File: src/rtl/udp_tx_framer_if.sv
// Request/status and FIFO-side signals of the UDP transmit framer.
// The master side is the environment; the slave side is the framer.
interface udp_tx_framer_if;
    logic        start;
    logic [15:0] len;
    logic        busy;
    logic        err;
    logic        in_rd_en;
    logic [7:0]  in_dout;
    logic        in_empty;
    logic        out_wr_en;
    logic        out_wr_sof;
    logic        out_wr_eof;
    logic [7:0]  out_din;
    logic        out_full;

    modport master (
        output start, len, in_dout, in_empty, out_full,
        input  busy, err, in_rd_en, out_wr_en, out_wr_sof, out_wr_eof, out_din
    );

    modport slave (
        input  start, len, in_dout, in_empty, out_full,
        output busy, err, in_rd_en, out_wr_en, out_wr_sof, out_wr_eof, out_din
    );
endinterface

File: src/rtl/udp_tx_framer.sv
// Builds an Ethernet II / IPv4 / UDP frame around a payload from an FWFT FIFO,
// one byte per clock into a downstream FIFO, with sof/eof framing.
module udp_tx_framer #(
    parameter logic [47:0] DST_MAC     = 48'hFFFF_FFFF_FFFF,
    parameter logic [47:0] SRC_MAC     = 48'h0200_0000_0001,
    parameter logic [31:0] SRC_IP      = 32'hC0A8_0101,
    parameter logic [31:0] DST_IP      = 32'hC0A8_0102,
    parameter logic [15:0] SRC_PORT    = 16'd5000,
    parameter logic [15:0] DST_PORT    = 16'd6000,
    parameter int unsigned MAX_PAYLOAD = 1472
) (
    input logic           clock,
    input logic           reset,
    udp_tx_framer_if.slave bus
);

    typedef enum logic [1:0] {IDLE, CALC, HDR, PAY} state_t;

    localparam logic [15:0] MAX_LEN  = 16'(MAX_PAYLOAD);
    localparam logic [15:0] LAST_HDR = 16'd41;

    state_t      state;
    logic [15:0] n;
    logic [15:0] cnt;
    logic [15:0] ip_id;
    logic [15:0] hdr_csum;
    logic        err_q;

    logic [15:0]  total_len;
    logic [15:0]  udp_len;
    logic [31:0]  csum_acc;
    logic [31:0]  csum_f1;
    logic [31:0]  csum_f2;
    logic [335:0] hdr;
    logic [5:0]   hdr_idx;
    logic [7:0]   hdr_byte;

    logic       wr_en;
    logic       rd_en;
    logic       sof;
    logic       eof;
    logic [7:0] din;

    assign total_len = n + 16'd28;
    assign udp_len   = n + 16'd8;

    // One's-complement sum over the fixed and per-packet IPv4 header words.
    assign csum_acc = 32'h4500 + 32'(total_len) + 32'(ip_id) + 32'h4000 + 32'h4011
                    + 32'(SRC_IP[31:16]) + 32'(SRC_IP[15:0])
                    + 32'(DST_IP[31:16]) + 32'(DST_IP[15:0]);
    assign csum_f1  = {16'h0, csum_acc[15:0]} + {16'h0, csum_acc[31:16]};
    assign csum_f2  = {16'h0, csum_f1[15:0]}  + {16'h0, csum_f1[31:16]};

    assign hdr = {DST_MAC, SRC_MAC, 16'h0800,
                  8'h45, 8'h00, total_len, ip_id, 16'h4000, 8'h40, 8'h11, hdr_csum,
                  SRC_IP, DST_IP,
                  SRC_PORT, DST_PORT, udp_len, 16'h0000};

    // Byte 0 sits in the top byte lane of the packed header.
    assign hdr_idx  = 6'd41 - cnt[5:0];
    assign hdr_byte = hdr[{hdr_idx, 3'b000} +: 8];

    // NOTE: every output gets a default first so no path leaves a latch behind.
    always_comb begin
        wr_en = 1'b0;
        rd_en = 1'b0;
        sof   = 1'b0;
        eof   = 1'b0;
        din   = 8'h00;
        unique case (state)
            HDR: begin
                wr_en = !bus.out_full;
                din   = hdr_byte;
                sof   = wr_en && (cnt == 16'd0);
                eof   = wr_en && (cnt == LAST_HDR) && (n == 16'd0);
            end
            PAY: begin
                wr_en = !bus.out_full && !bus.in_empty;
                rd_en = wr_en;
                din   = bus.in_dout;
                eof   = wr_en && (cnt == n - 16'd1);
            end
            default: ;
        endcase
    end

    assign bus.out_wr_en  = wr_en;
    assign bus.in_rd_en   = rd_en;
    assign bus.out_wr_sof = sof;
    assign bus.out_wr_eof = eof;
    assign bus.out_din    = din;
    assign bus.busy       = (state != IDLE);
    assign bus.err        = err_q;

    // NOTE: state registers use non-blocking assignments so every update sees pre-edge values.
    always_ff @(posedge clock or negedge reset) begin
        if (!reset) begin
            state    <= IDLE;
            n        <= 16'd0;
            cnt      <= 16'd0;
            ip_id    <= 16'd0;
            hdr_csum <= 16'd0;
            err_q    <= 1'b0;
        end else begin
            err_q <= 1'b0;
            unique case (state)
                IDLE: begin
                    if (bus.start) begin
                        if (bus.len > MAX_LEN) begin
                            err_q <= 1'b1;
                        end else begin
                            n     <= bus.len;
                            cnt   <= 16'd0;
                            state <= CALC;
                        end
                    end
                end
                CALC: begin
                    hdr_csum <= ~csum_f2[15:0];
                    state    <= HDR;
                end
                HDR: begin
                    if (wr_en) begin
                        if (cnt == LAST_HDR) begin
                            cnt <= 16'd0;
                            if (n == 16'd0) begin
                                state <= IDLE;
                                ip_id <= ip_id + 16'd1;
                            end else begin
                                state <= PAY;
                            end
                        end else begin
                            cnt <= cnt + 16'd1;
                        end
                    end
                end
                PAY: begin
                    if (wr_en) begin
                        if (eof) begin
                            cnt   <= 16'd0;
                            state <= IDLE;
                            ip_id <= ip_id + 16'd1;
                        end else begin
                            cnt <= cnt + 16'd1;
                        end
                    end
                end
                default: state <= IDLE;
            endcase
        end
    end

endmodule

File: src/flat_wrapper.sv
// flat-port wrapper written by rule: the top's interface ports become plain ports
module udp_tx_framer_flat 
#(
    parameter logic [47:0] DST_MAC     = 48'hFFFF_FFFF_FFFF,
    parameter logic [47:0] SRC_MAC     = 48'h0200_0000_0001,
    parameter logic [31:0] SRC_IP      = 32'hC0A8_0101,
    parameter logic [31:0] DST_IP      = 32'hC0A8_0102,
    parameter logic [15:0] SRC_PORT    = 16'd5000,
    parameter logic [15:0] DST_PORT    = 16'd6000,
    parameter int unsigned MAX_PAYLOAD = 1472
)
  (clock, reset, bus_start, bus_len, bus_in_dout, bus_in_empty, bus_out_full, bus_busy, bus_err, bus_in_rd_en, bus_out_wr_en, bus_out_wr_sof, bus_out_wr_eof, bus_out_din);
  udp_tx_framer_if bus_i ();
  input logic clock;
  input logic reset;
  input wire logic [$bits(bus_i.start)-1:0] bus_start;
  input wire logic [$bits(bus_i.len)-1:0] bus_len;
  input wire logic [$bits(bus_i.in_dout)-1:0] bus_in_dout;
  input wire logic [$bits(bus_i.in_empty)-1:0] bus_in_empty;
  input wire logic [$bits(bus_i.out_full)-1:0] bus_out_full;
  output wire logic [$bits(bus_i.busy)-1:0] bus_busy;
  output wire logic [$bits(bus_i.err)-1:0] bus_err;
  output wire logic [$bits(bus_i.in_rd_en)-1:0] bus_in_rd_en;
  output wire logic [$bits(bus_i.out_wr_en)-1:0] bus_out_wr_en;
  output wire logic [$bits(bus_i.out_wr_sof)-1:0] bus_out_wr_sof;
  output wire logic [$bits(bus_i.out_wr_eof)-1:0] bus_out_wr_eof;
  output wire logic [$bits(bus_i.out_din)-1:0] bus_out_din;
  assign bus_i.start = bus_start;
  assign bus_i.len = bus_len;
  assign bus_i.in_dout = bus_in_dout;
  assign bus_i.in_empty = bus_in_empty;
  assign bus_i.out_full = bus_out_full;
  assign bus_busy = bus_i.busy;
  assign bus_err = bus_i.err;
  assign bus_in_rd_en = bus_i.in_rd_en;
  assign bus_out_wr_en = bus_i.out_wr_en;
  assign bus_out_wr_sof = bus_i.out_wr_sof;
  assign bus_out_wr_eof = bus_i.out_wr_eof;
  assign bus_out_din = bus_i.out_din;
  udp_tx_framer #(.DST_MAC(DST_MAC), .SRC_MAC(SRC_MAC), .SRC_IP(SRC_IP), .DST_IP(DST_IP), .SRC_PORT(SRC_PORT), .DST_PORT(DST_PORT), .MAX_PAYLOAD(MAX_PAYLOAD)) u_core (.clock(clock), .reset(reset), .bus(bus_i));
endmodule
File: config.mk
export PLATFORM = sky130hd
export DESIGN_NAME = udp_tx_framer_flat
export DESIGN_NICKNAME = d
export VERILOG_FILES = /design/src/rtl/udp_tx_framer_if.sv /design/src/rtl/udp_tx_framer.sv /design/src/flat_wrapper.sv
export SDC_FILE = /design/constraint.sdc
export NUM_CORES = 1
export LEC_CHECK = 0
export BUFFER_PORTS_ARGS = -buffer_cell sky130_fd_sc_hd__buf_2
export CORE_ASPECT_RATIO = 1.4
export CORE_UTILIZATION = 63
export CTS_CLUSTER_DIAMETER = 100
export DETAILED_ROUTE_END_ITERATION = 8
export GPL_ROUTABILITY_DRIVEN = 1
export PLACE_DENSITY = 0.81
export SLEW_MARGIN = 10
export SYNTH_ARGS = -nofsm -noshare
export SYNTH_HDL_FRONTEND = slang
export SYNTH_SLANG_ARGS = --single-unit
File: constraint.sdc
create_clock -name clock -period 9.1 [get_ports clock]
set_clock_uncertainty 0.15 [all_clocks]
set_input_delay 1.82 -clock clock [delete_from_list [all_inputs] [get_ports clock]]
set_output_delay 1.82 -clock clock [all_outputs]
set_load 0.02 [all_outputs]
After elaboration in Yosys (flattened, before gate mapping)
Cells that the tools add are included.

Input port bits: 29. Bits in registers: 67.

$lt $le $gt $ge: 1. Shift-type cells: 1. Add/sub/neg operators: 16. Eq/ne operators: 12. Multiplexer cells: 29. Bitwise logic cells: 2. Reductions and logical operators: 17.

Operators by type and width (number): $shiftx A336 B10 Y8 (1); $mux W16 (11); $add A32 B15 Y32 const B (2); $add A32 B16 Y32 const B (2); $add A32 B9 Y32 const B (2); $pmux W16 S3 (1); $add A16 B1 Y16 const B (2); $add A32 B16 Y32 (1); $logic_not A16 Y1 (2); $pmux W16 S2 (1); $add A15 B16 Y17 const A (1); $add A16 B16 Y17 (1); $add A16 B16 Y16 (1); $add A16 B4 Y16 const B (1); $add A16 B5 Y16 const B (1); $eq A16 B16 Y1 (1); $eq A16 B6 Y1 const B (1); $gt A16 B11 Y1 const B (1); $not A16 Y16 (1); $pmux W8 S2 (1); $sub A16 B1 Y16 const B (1); $mux W2 (7); $reduce_and A6 Y1 (2); $ne A2 B2 Y1 const B (5); other kinds (15) (28).

Depth between registers and ports, before layout
Gate-level depths: netlist (run 1).

Depth after elaboration: 12. Depth in mapped cells: 38.

Worst setup path before layout (run 1)
OpenSTA, ideal clock, no wires.

Path type: reg-to-reg. Start point: register u_core.n[5]. End point: register u_core.hdr_csum[14]. Period minus slack after synthesis: 7416 ps. Slack: 1684 ps. Arrival: 7134 ps. Buffers on the path: 3. Setup time: 132 ps. Data required time: 8818 ps. Cell stages (with the launch flop): 37. Path through: dfrtp_1 -> buf_1 -> and3_2 -> clkbuf_1 -> nor2b_1 -> nand2_1 -> xnor2_1 -> ha_1 -> xor2_1 -> ha_1 -> ha_1 -> clkbuf_1 -> a21oi_1 -> nor2_1 -> nor2_1 -> o21ai_0 -> a21oi_1 -> o21bai_1 -> a21oi_1 -> o21bai_1 -> a21o_1 -> fa_1 -> inv_1 -> a21oi_1 -> nor2_1 -> nand3_1 -> nor2_1 -> nand4_1 -> nor3_1 -> ha_1 -> nor2b_1 -> nor2b_1 -> nand4_1 -> a2111oi_4 -> nand4_1 -> a2111oi_0 -> o31ai_1.

Word-level cells in the longest chain between the ends: 12.

RTL lines: start, declared (line udp_tx_framer.sv:23) `logic [15:0] n;`; start signal, assigned (line udp_tx_framer.sv:112) `n <= bus.len;`; $add A16 B5 Y16 (line udp_tx_framer.sv:44) `assign total_len = n + 16'd28;`; $add A15 B16 Y17 (line udp_tx_framer.sv:48) `assign csum_acc = 32'h4500 + 32'(total_len) + 32'(ip_id) + 32'h4000 + 32'h4011`; $add A32 B16 Y32 (line udp_tx_framer.sv:48); $add A32 B15 Y32 (2 in series) (line udp_tx_framer.sv:48); $add A32 B16 Y32 (line udp_tx_framer.sv:49) `+ 32'(SRC_IP[31:16]) + 32'(SRC_IP[15:0])`; $add A32 B9 Y32 (line udp_tx_framer.sv:49); $add A32 B16 Y32 (line udp_tx_framer.sv:50) `+ 32'(DST_IP[31:16]) + 32'(DST_IP[15:0]);`; $add A32 B9 Y32 (line udp_tx_framer.sv:50); $add A16 B16 Y17 (line udp_tx_framer.sv:51) `assign csum_f1 = {16'h0, csum_acc[15:0]} + {16'h0, csum_acc[31:16]};`; $add A16 B16 Y16 (line udp_tx_framer.sv:52) `assign csum_f2 = {16'h0, csum_f1[15:0]} + {16'h0, csum_f1[31:16]};`; $not A16 Y16 (line udp_tx_framer.sv:119) `hdr_csum <= ~csum_f2[15:0];`; end signal, assigned (line udp_tx_framer.sv:119); end, declared (line udp_tx_framer.sv:26) `logic [15:0] hdr_csum;`.

Every way passes these cells. A chain may end at the register's enable or synchronous reset.

Final worst setup path (run 1)
Start point: register u_core.n[3]. End point: register u_core.hdr_csum[14].

The elaborated chain is that of the path after synthesis.

==> results of run 1 <==
-- kinds of logic (layout without fill, tap and decap cells) --
logic type      count (synthesis)  after routing
simple gates                  311            311
compound gates                216            216
xor+xnor                       99             99
buf+inv                        87            109
flops                          67             67
fa+ha+maj                      55             55
mux                            26             26
-- cell type report --
type,count,area (sq um)
multi-input combinational,707,4962
fill,952,3341
sequential,67,1677
timing repair buffer,47,247.7
clock buffer,11,242.7
inverter,48,180.2
tap,141,176.4
clock inverter,3,40.04
-- metrics by stage --
step           cell area (sq um)  std cells  setup slack, ps
2_1_floorplan               7017        861             1684
3_3_place_gp                7243       1010             1134
3_5_place_dp                7243       1010            919.5
4_1_cts                     7526       1024            860.9
5_1_grt                     7526       1024            66.82
6_report                    7526       1024            834.7
-- how the worst max path moves through the flow --
stage	endpoint	depth (start not counted)
finish	u_core.hdr_csum[14]	34
global placement	u_core.hdr_csum[14]	35
global route	u_core.hdr_csum[14]	36
CTS	u_core.hdr_csum[14]	37
detailed placement	u_core.hdr_csum[14]	37
floorplan	u_core.hdr_csum[14]	36
-- state kept, by name, summed over array words and instances, names as in the netlist --
signal,flops
u_core.hdr_csum,16
u_core.ip_id,16
u_core.state,2
u_core.cnt,16
u_core.bus.err,1
u_core.n,16
-- worst max-delay path: cells and delay by family (launching register included) --
kind            cells  cell delay (ps)
flops               1              450
compound gates      9             2070
xor+xnor            3              730
fa+ha+maj           6             1650
simple gates       13             2770
buf+inv             3              290
-- metal layers --
metal  share of wire, %  vias to the layer above  GRT usage [%]
met5                  0                        -              0
met4                7.6                        0          27.36
met3                3.4                       88          3.777
met2                 52                      216          65.29
met1                 37                     3166          37.68
li1                   -                     3128              -
-- placed cells by master (no fill, tap or decap), types with 16 or more instances in the layout --
cell type and count:
nor2_1 56, nor2b_1 16, ha_1 53, a31oi_1 16
a21oi_1 44, o21ai_0 54, inv_1 47, xor2_1 45
dfrtp_1 67, nor3_1 26, xnor2_1 53, nand3_1 25
nand2_1 86, buf_2 42
-- where the power goes --
part | switching, uW | internal [uW]
logic | 453 | 235
registers | 37.5 | 308
clock network | 122 | 215
total | 612 | 758
==> flow_summary.toml, run 1 <==
[worst_setup_path]
reg2reg_depth = 34
cp_slowest_cell = "a2111oi_0"
critPathKind = "register to register"
rrSetupSlack_ps = 830
critPathArrivalTime_ps = 8290
timing.rr.start = "u_core.n[3]"
startpoint = "u_core.n[3]"
crit_path_start_kind = "register"
crit_required_ps = 9130
crit_top_cell = "ha_1"
slowest_delay_ps = 460
cp_max_fo = 8
end_kind = "register"
rr_endpoint = "u_core.hdr_csum[14]"

[pwr]
power_density_mw_per_mm2 = 182.0
power.total_uw = 1370
ir_drop_v = 0.0001517
p_leak_uw = 0.003433

[detailed_routing]
vias_per_cell = 6.443
first_pass_iters = 6
vias = 6598
routed_wirelength_microns = 20370
drc = 0
antenna_left = 0
first_iter_violations = 438
wire_per_inst_microns = 19.90

[logic_synthesis]
synthDistinctLibCells = 86
yosys_warnings = 0
synthesis.instances = 861
ys_top_cells_by_area = "dfrtp_1 (24%), ha_1 (9.5%), xnor2_1 (6.6%)"
synthMuxAreaShare_pct = 4.012
synth_top_family_by_area = "simple AND/OR/NAND/NOR gates"
synth_top_area_cell = "dfrtp_1"
syn_area_per_cell_sq_um = 8.150
synth_fa_ha_area_share_pct = 10.02
synthArstFlopShare_pct = 100.0
synth_edf_count = 0
syn_nets = 945
synth_common_cells = "nand2_1 (86), dfrtp_1 (67), nor2_1 (56)"
synth-simple-area-share_pct = 22.97
synth_top_area_share_pct = 23.89
synth_compound_area_share_pct = 21.26
synth-main-ff-cell = "dfrtp_1"
ys_seq_area_share_pct = 23.89
ys_ff_latch = 67
synth-xor-area-share_pct = 12.46
syn_area_sq_mm = 0.007017
yosysMostFrequentCell = "nand2_1"

[flow_run]
maxCapViolations = 0

[cells_and_area]
utilization_pct = 69.26
layout-drive-gt1-share_pct = 12.46
area.growth.synth_to_final_pct = 7.258
num_antenna_cells = 0
fin_nets = 964

[clock_tree]
cts_setup_buffers = 0
clk_pin_slew_ps = 50
tritoncts = "built"
clk_latency_ps = 330
htree_levels = 3
cts_resized = 0
cts_root_buf = "clkbuf_16"
cts_buffer_depth = 2
numCtsBuffers = 9
cts_hold_buf = 0
clock-sinks = 67

[placed_design]
gp_congestion = 0.9595
port_buffers = 42
dp_hpwl_microns = 15820

[min_path]
hold_path_end = "u_core.hdr_csum[13]"
hold_depth = 2
hp-class = "register to register"
hp-start = "u_core.hdr_csum[13]"

[global_route]
grt_usage_pct = 35.86
antenna_found_initial = 0
grt_overflow_total = 0
grt_pass1_wl_microns = 32190
grt_pass1_vias = 6309
grt_max_degree = 68

[timing]
fmax_ghz = 0.1210
period_minus_slack_ps = 8265
relSlewSlack_pct = 33.96
grt_setup_unrepaired = "false"
finalCritPeriodShare_pct = 90.83
drv_slew = 0
whs_ps = 330.5
worst_slew_pin_slew_ps = 990.6
hold_violations = 0
tns_ps = 0
finalSetupViolations = 0

[die]
die_w_microns = 91.20
num_rows = 45
core_sq_mm = 0.01087
initial_core_util_pct = 64.57
die_area_sq_mm = 0.01157
fp.dieH_microns = 126.9
num_io_pins = 43

[outcome]
outcome = "completed"
(Power assumes the default switching activity.)
==> inputs of run 2 (changes only) <==
- CORE_UTILIZATION: 63 -> 65
- PLACE_DENSITY: 0.81 -> 0.83
- clock period: 9.1 -> 10.1 ns (I/O delays scaled with it)
==> flow_summary.toml, run 2 (same netlist as run 1, synthesis figures left out) <==
[cells_and_area]
final_cells = 1024
layout_commonest_cell = "nand2_1"
area.growth.synth_to_final_pct = 7.757
fillerInstances = 856
fin_nets = 965
layout-drive-gt1-share_pct = 12.87
num_antenna_cells = 0
multi_input_area_sq_mm = 0.004962
layout_common_cells = "nand2_1 (86), dfrtp_1 (67), nor2_1 (56), o21ai_0 (54)"
ff_latch_area_sq_mm = 0.001677

[timing]
period_minus_slack_ps = 8573
hold_violations = 0
worst_slew_pin_slew_ps = 860.7
relSlewSlack_pct = 42.62
drv_slew = 0
finalCritPeriodShare_pct = 84.88
tns_ps = 0
fmax_ghz = 0.1166
grt_setup_unrepaired = "false"
fin_ws_ps = 1527
finalSetupViolations = 0

[die]
fp.dieH_microns = 124.9
initial_core_util_pct = 67.08
core_sq_mm = 0.01046
num_rows = 44
die_w_microns = 89.81
die_area_sq_mm = 0.01122
num_io_pins = 43

[clock_tree]
clk_latency_ps = 340
htree_levels = 3
cts_buffer_depth = 2
tritoncts = "built"
cts_root_buf = "clkbuf_16"
numCtsBuffers = 9
clock-sinks = 67
cts_resized = 0
clk_pin_slew_ps = 60
cts_setup_buffers = 0
cts_hold_buf = 0

[detailed_routing]
vias_per_cell = 6.477
antenna_left = 0
first_iter_violations = 373
routed_wirelength_microns = 20590
first_pass_iters = 5
drc = 0
wire_per_inst_microns = 20.11
vias = 6632

[flow_run]
maxCapViolations = 0

[worst_setup_path]
critPathArrivalTime_ps = 8630
end_kind = "register"
cp_max_fo = 8
critPathKind = "register to register"
crit_path_start_kind = "register"
reg2reg_depth = 35
crit_required_ps = 10160
cp_slowest_cell = "a2111oi_0"
slowest_delay_ps = 530

[placed_design]
preCtsSetupSlack_ps = 1761
port_buffers = 42
gp_congestion = 0.9611
dp_hpwl_microns = 15790
dp.cells = 1008

[global_route]
grt_pass1_vias = 6612
grt_overflow_total = 0
grt_max_degree = 68
antenna_found_initial = 0
grt_pass1_wl_microns = 33250
grt_usage_pct = 37.52

[min_path]
hold_depth = 2
hp-class = "register to register"

[pwr]
ir_drop_v = 0.0001669
power_density_mw_per_mm2 = 165.7
p_leak_uw = 0.003441

[outcome]
outcome = "completed"
## run 2: cell count changes in the layout (fill, tap and decap cells not counted)
cell and delta:
clkinv_4 +1, clkinv_2 -2, clkbuf_1 -1, a21boi_1 -1
clkbuf_8 +1, buf_4 +1, a21boi_0 +1, clkinvlp_4 +3
## run 2: report_power, final
group | internal, uW | switching, uW
logic | 212 | 407
registers | 277 | 33.1
clock network | 205 | 120
## run 2: final cells by class
type                            instances  share of cell area [%]
Sequential cell                        67                   22.17
Timing Repair Buffer                   48                   3.376
Clock buffer                           11                   3.343
Multi-Input combinational cell        707                   65.63
Inverter                               48                   2.383
Tap cell                              138                   2.284
Clock inverter                          5                  0.8109
## run 2: stage by stage
stage / hold WS (ps) / area, sq um / total power [uW] / util (%)
after global routing: 358.9 / 7561 / 1315 / 72.28
after floorplan: 292.2 / 7017 / 745.6 / -
after detailed placement: 321.8 / 7247 / 916.3 / 69.28
final: 329.9 / 7561 / 1253 / 72.28
after CTS: 333.6 / 7561 / 1245 / 72.28
after global placement: 306.0 / 7247 / 905.8 / 69.28
## run 2: per-layer routing
metal / share of wire (%) / up-vias / track usage [%]
met3: 4.2 / 97 / 5.109
met5: 0 / - / 0
met1: 36 / 3143 / 39.73
met2: 52 / 262 / 66.52
met4: 8.0 / 0 / 29.89
li1: - / 3130 / -
## run 2: final timing paths
| kind | start | end | slack, ps |
|---|---|---|---|
| max in group asynchronous | reset | u_core.n[7] | 7500 |
| min | u_core.hdr_csum[0] | u_core.hdr_csum[0] | 330 |
| max reg2reg | u_core.n[3] | u_core.hdr_csum[14] | 1530 |
| min reg2reg | u_core.hdr_csum[0] | u_core.hdr_csum[0] | 330 |
| max | u_core.n[3] | u_core.hdr_csum[14] | 1530 |
| min in group asynchronous | reset | u_core.cnt[10] | 1720 |
## run 2: worst max-delay path: cells and delay by family (launching register included)
kind,cells,cell delay [ps]
simple gates,14,2830
fa+ha+maj,6,1640
buf+inv,4,400
xor+xnor,3,860
compound gates,8,2140
flops,1,450
==> inputs of run 3 (changes only) <==
- CORE_UTILIZATION: 65 -> 63
- PLACE_DENSITY: 0.83 -> 0.81
- clock period: 10.1 -> 8.5 ns (I/O delays scaled with it)
==> flow_summary.toml, run 3 (same netlist as run 1, synthesis figures left out) <==
[cells_and_area]
ff_latch_area_sq_mm = 0.001677
fillerInstances = 909
fin_nets = 972
fin_area_sq_mm = 0.007626
layout-drive-gt1-share_pct = 13.90
area.growth.synth_to_final_pct = 8.684
multi_input_area_sq_mm = 0.004990
num_antenna_cells = 0
layout_commonest_cell = "nand2_1"
layout_common_cells = "nand2_1 (86), dfrtp_1 (67), nor2_1 (55), o21ai_0 (53), ha_1 (53)"

[detailed_routing]
wire_per_inst_microns = 20.36
routed_wirelength_microns = 21040
first_iter_violations = 468
vias = 6692
antenna_left = 0
drc = 0
vias_per_cell = 6.478
first_pass_iters = 6

[placed_design]
dp_hpwl_microns = 16100
gp_congestion = 0.9968
preCtsSetupSlack_ps = 255.6
port_buffers = 42
placed_area_sq_mm = 0.007288

[die]
initial_core_util_pct = 64.57
num_rows = 45
die_area_sq_mm = 0.01157
die_w_microns = 91.20
core_sq_mm = 0.01087
fp.dieH_microns = 126.9
num_io_pins = 43

[worst_setup_path]
crit_required_ps = 8540
cp_max_fo = 9
critPathKind = "register to register"
critPathArrivalTime_ps = 7980
crit_path_start_kind = "register"
crit_top_cell = "ha_1"
slowest_delay_ps = 510
cp_slowest_cell = "dfrtp_1"
end_kind = "register"

[timing]
drv_slew = 0
finalSetupViolations = 0
relSlewSlack_pct = 36.86
fmax_ghz = 0.1259
fin_ws_ps = 559.8
finalCritPeriodShare_pct = 93.41
hold_violations = 0
period_minus_slack_ps = 7940
worst_slew_pin_slew_ps = 947.0

[global_route]
grt_usage_pct = 37.32
grt_overflow_total = 0
antenna_found_initial = 0
grt_pass1_wl_microns = 33430
grt_max_degree = 68
grt_pass1_vias = 6557

[flow_run]
maxCapViolations = 0

[clock_tree]
htree_levels = 3
tritoncts = "built"
clk_pin_slew_ps = 50
clk_latency_ps = 340
cts_root_buf = "clkbuf_16"
numCtsBuffers = 9
cts_buffer_depth = 2
clock-sinks = 67

[pwr]
seq_power_share_pct = 25.0
p_switching_uw = 657.9
power_frac_comb_pct = 49.7
pwr-share-clk_pct = 25.3
swShare_pct = 44.46
p_int_uw = 821.7
p_leak_uw = 0.003488
ir_drop_v = 0.0001455
power.total_uw = 1480
power_density_mw_per_mm2 = 194.0

[outcome]
outcome = "completed"

[min_path]
hp-class = "register to register"
## run 3: repair_timing
action                                  in CTS  in global routing
hold buffers                                 0                  0
resized for setup                            0                  9
endpoints found under the setup margin       0                  6
endpoints found under the hold margin        0                  0
buffers inserted                             0                  2
## run 3: critical path: cells and delay by family (launching register included)
family	cells	cell delay [ps]
fa+ha+maj	7	1970
compound gates	10	2100
xor+xnor	2	330
buf+inv	5	340
flops	1	510
simple gates	13	2370
## run 3: final cells by class
class	count	area share, %
Multi-Input combinational cell	707	65.43
Sequential cell	67	21.99
Timing Repair Buffer	55	4.036
Clock buffer	13	3.413
Inverter	48	2.363
Tap cell	141	2.313
Clock inverter	2	0.4594
## run 3: final timing paths
path	from	endpoint	slack, ps	cells after the start
max	u_core.n[4]	u_core.hdr_csum[14]	560	37
min	u_core.hdr_csum[13]	u_core.hdr_csum[13]	330	2
max reg2reg	u_core.n[4]	u_core.hdr_csum[14]	560	37
min reg2reg	u_core.hdr_csum[13]	u_core.hdr_csum[13]	330	2
max in group asynchronous	reset	u_core.n[15]	6220	2
min in group asynchronous	reset	u_core.cnt[0]	1400	2
## run 3: power by group through the flow
stage / clock network (uW) / registers (uW) / logic (uW)
final: 375 / 370 / 735
after global routing: 388 / 371 / 794
after CTS: 376 / 368 / 724
after detailed placement: 0 / 374 / 722
after global placement: 0 / 373 / 712
after floorplan: 0 / 347 / 539
## run 3: routing by layer
layer | routed length [microns] | global-route usage, % | vias to the layer above
li1 | - | - | 3156
met1 | 7667 | 39.46 | 3217
met2 | 10950 | 66.84 | 229
met3 | 860 | 5.815 | 90
met4 | 1558 | 27.17 | 0
met5 | 0 | 0 | -
## run 3: through the flow
stage / cells / util, % / hold slack (ps) / setup TNS, ps
floorplan: 861 / - / 292.2 / 0
global route: 1033 / 70.18 / 367.8 / -86.51
finish: 1033 / 70.18 / 326.8 / 0
detailed placement: 1016 / 67.07 / 316.2 / 0
CTS: 1031 / 69.79 / 327.9 / 0
global placement: 1016 / 67.07 / 313.2 / 0
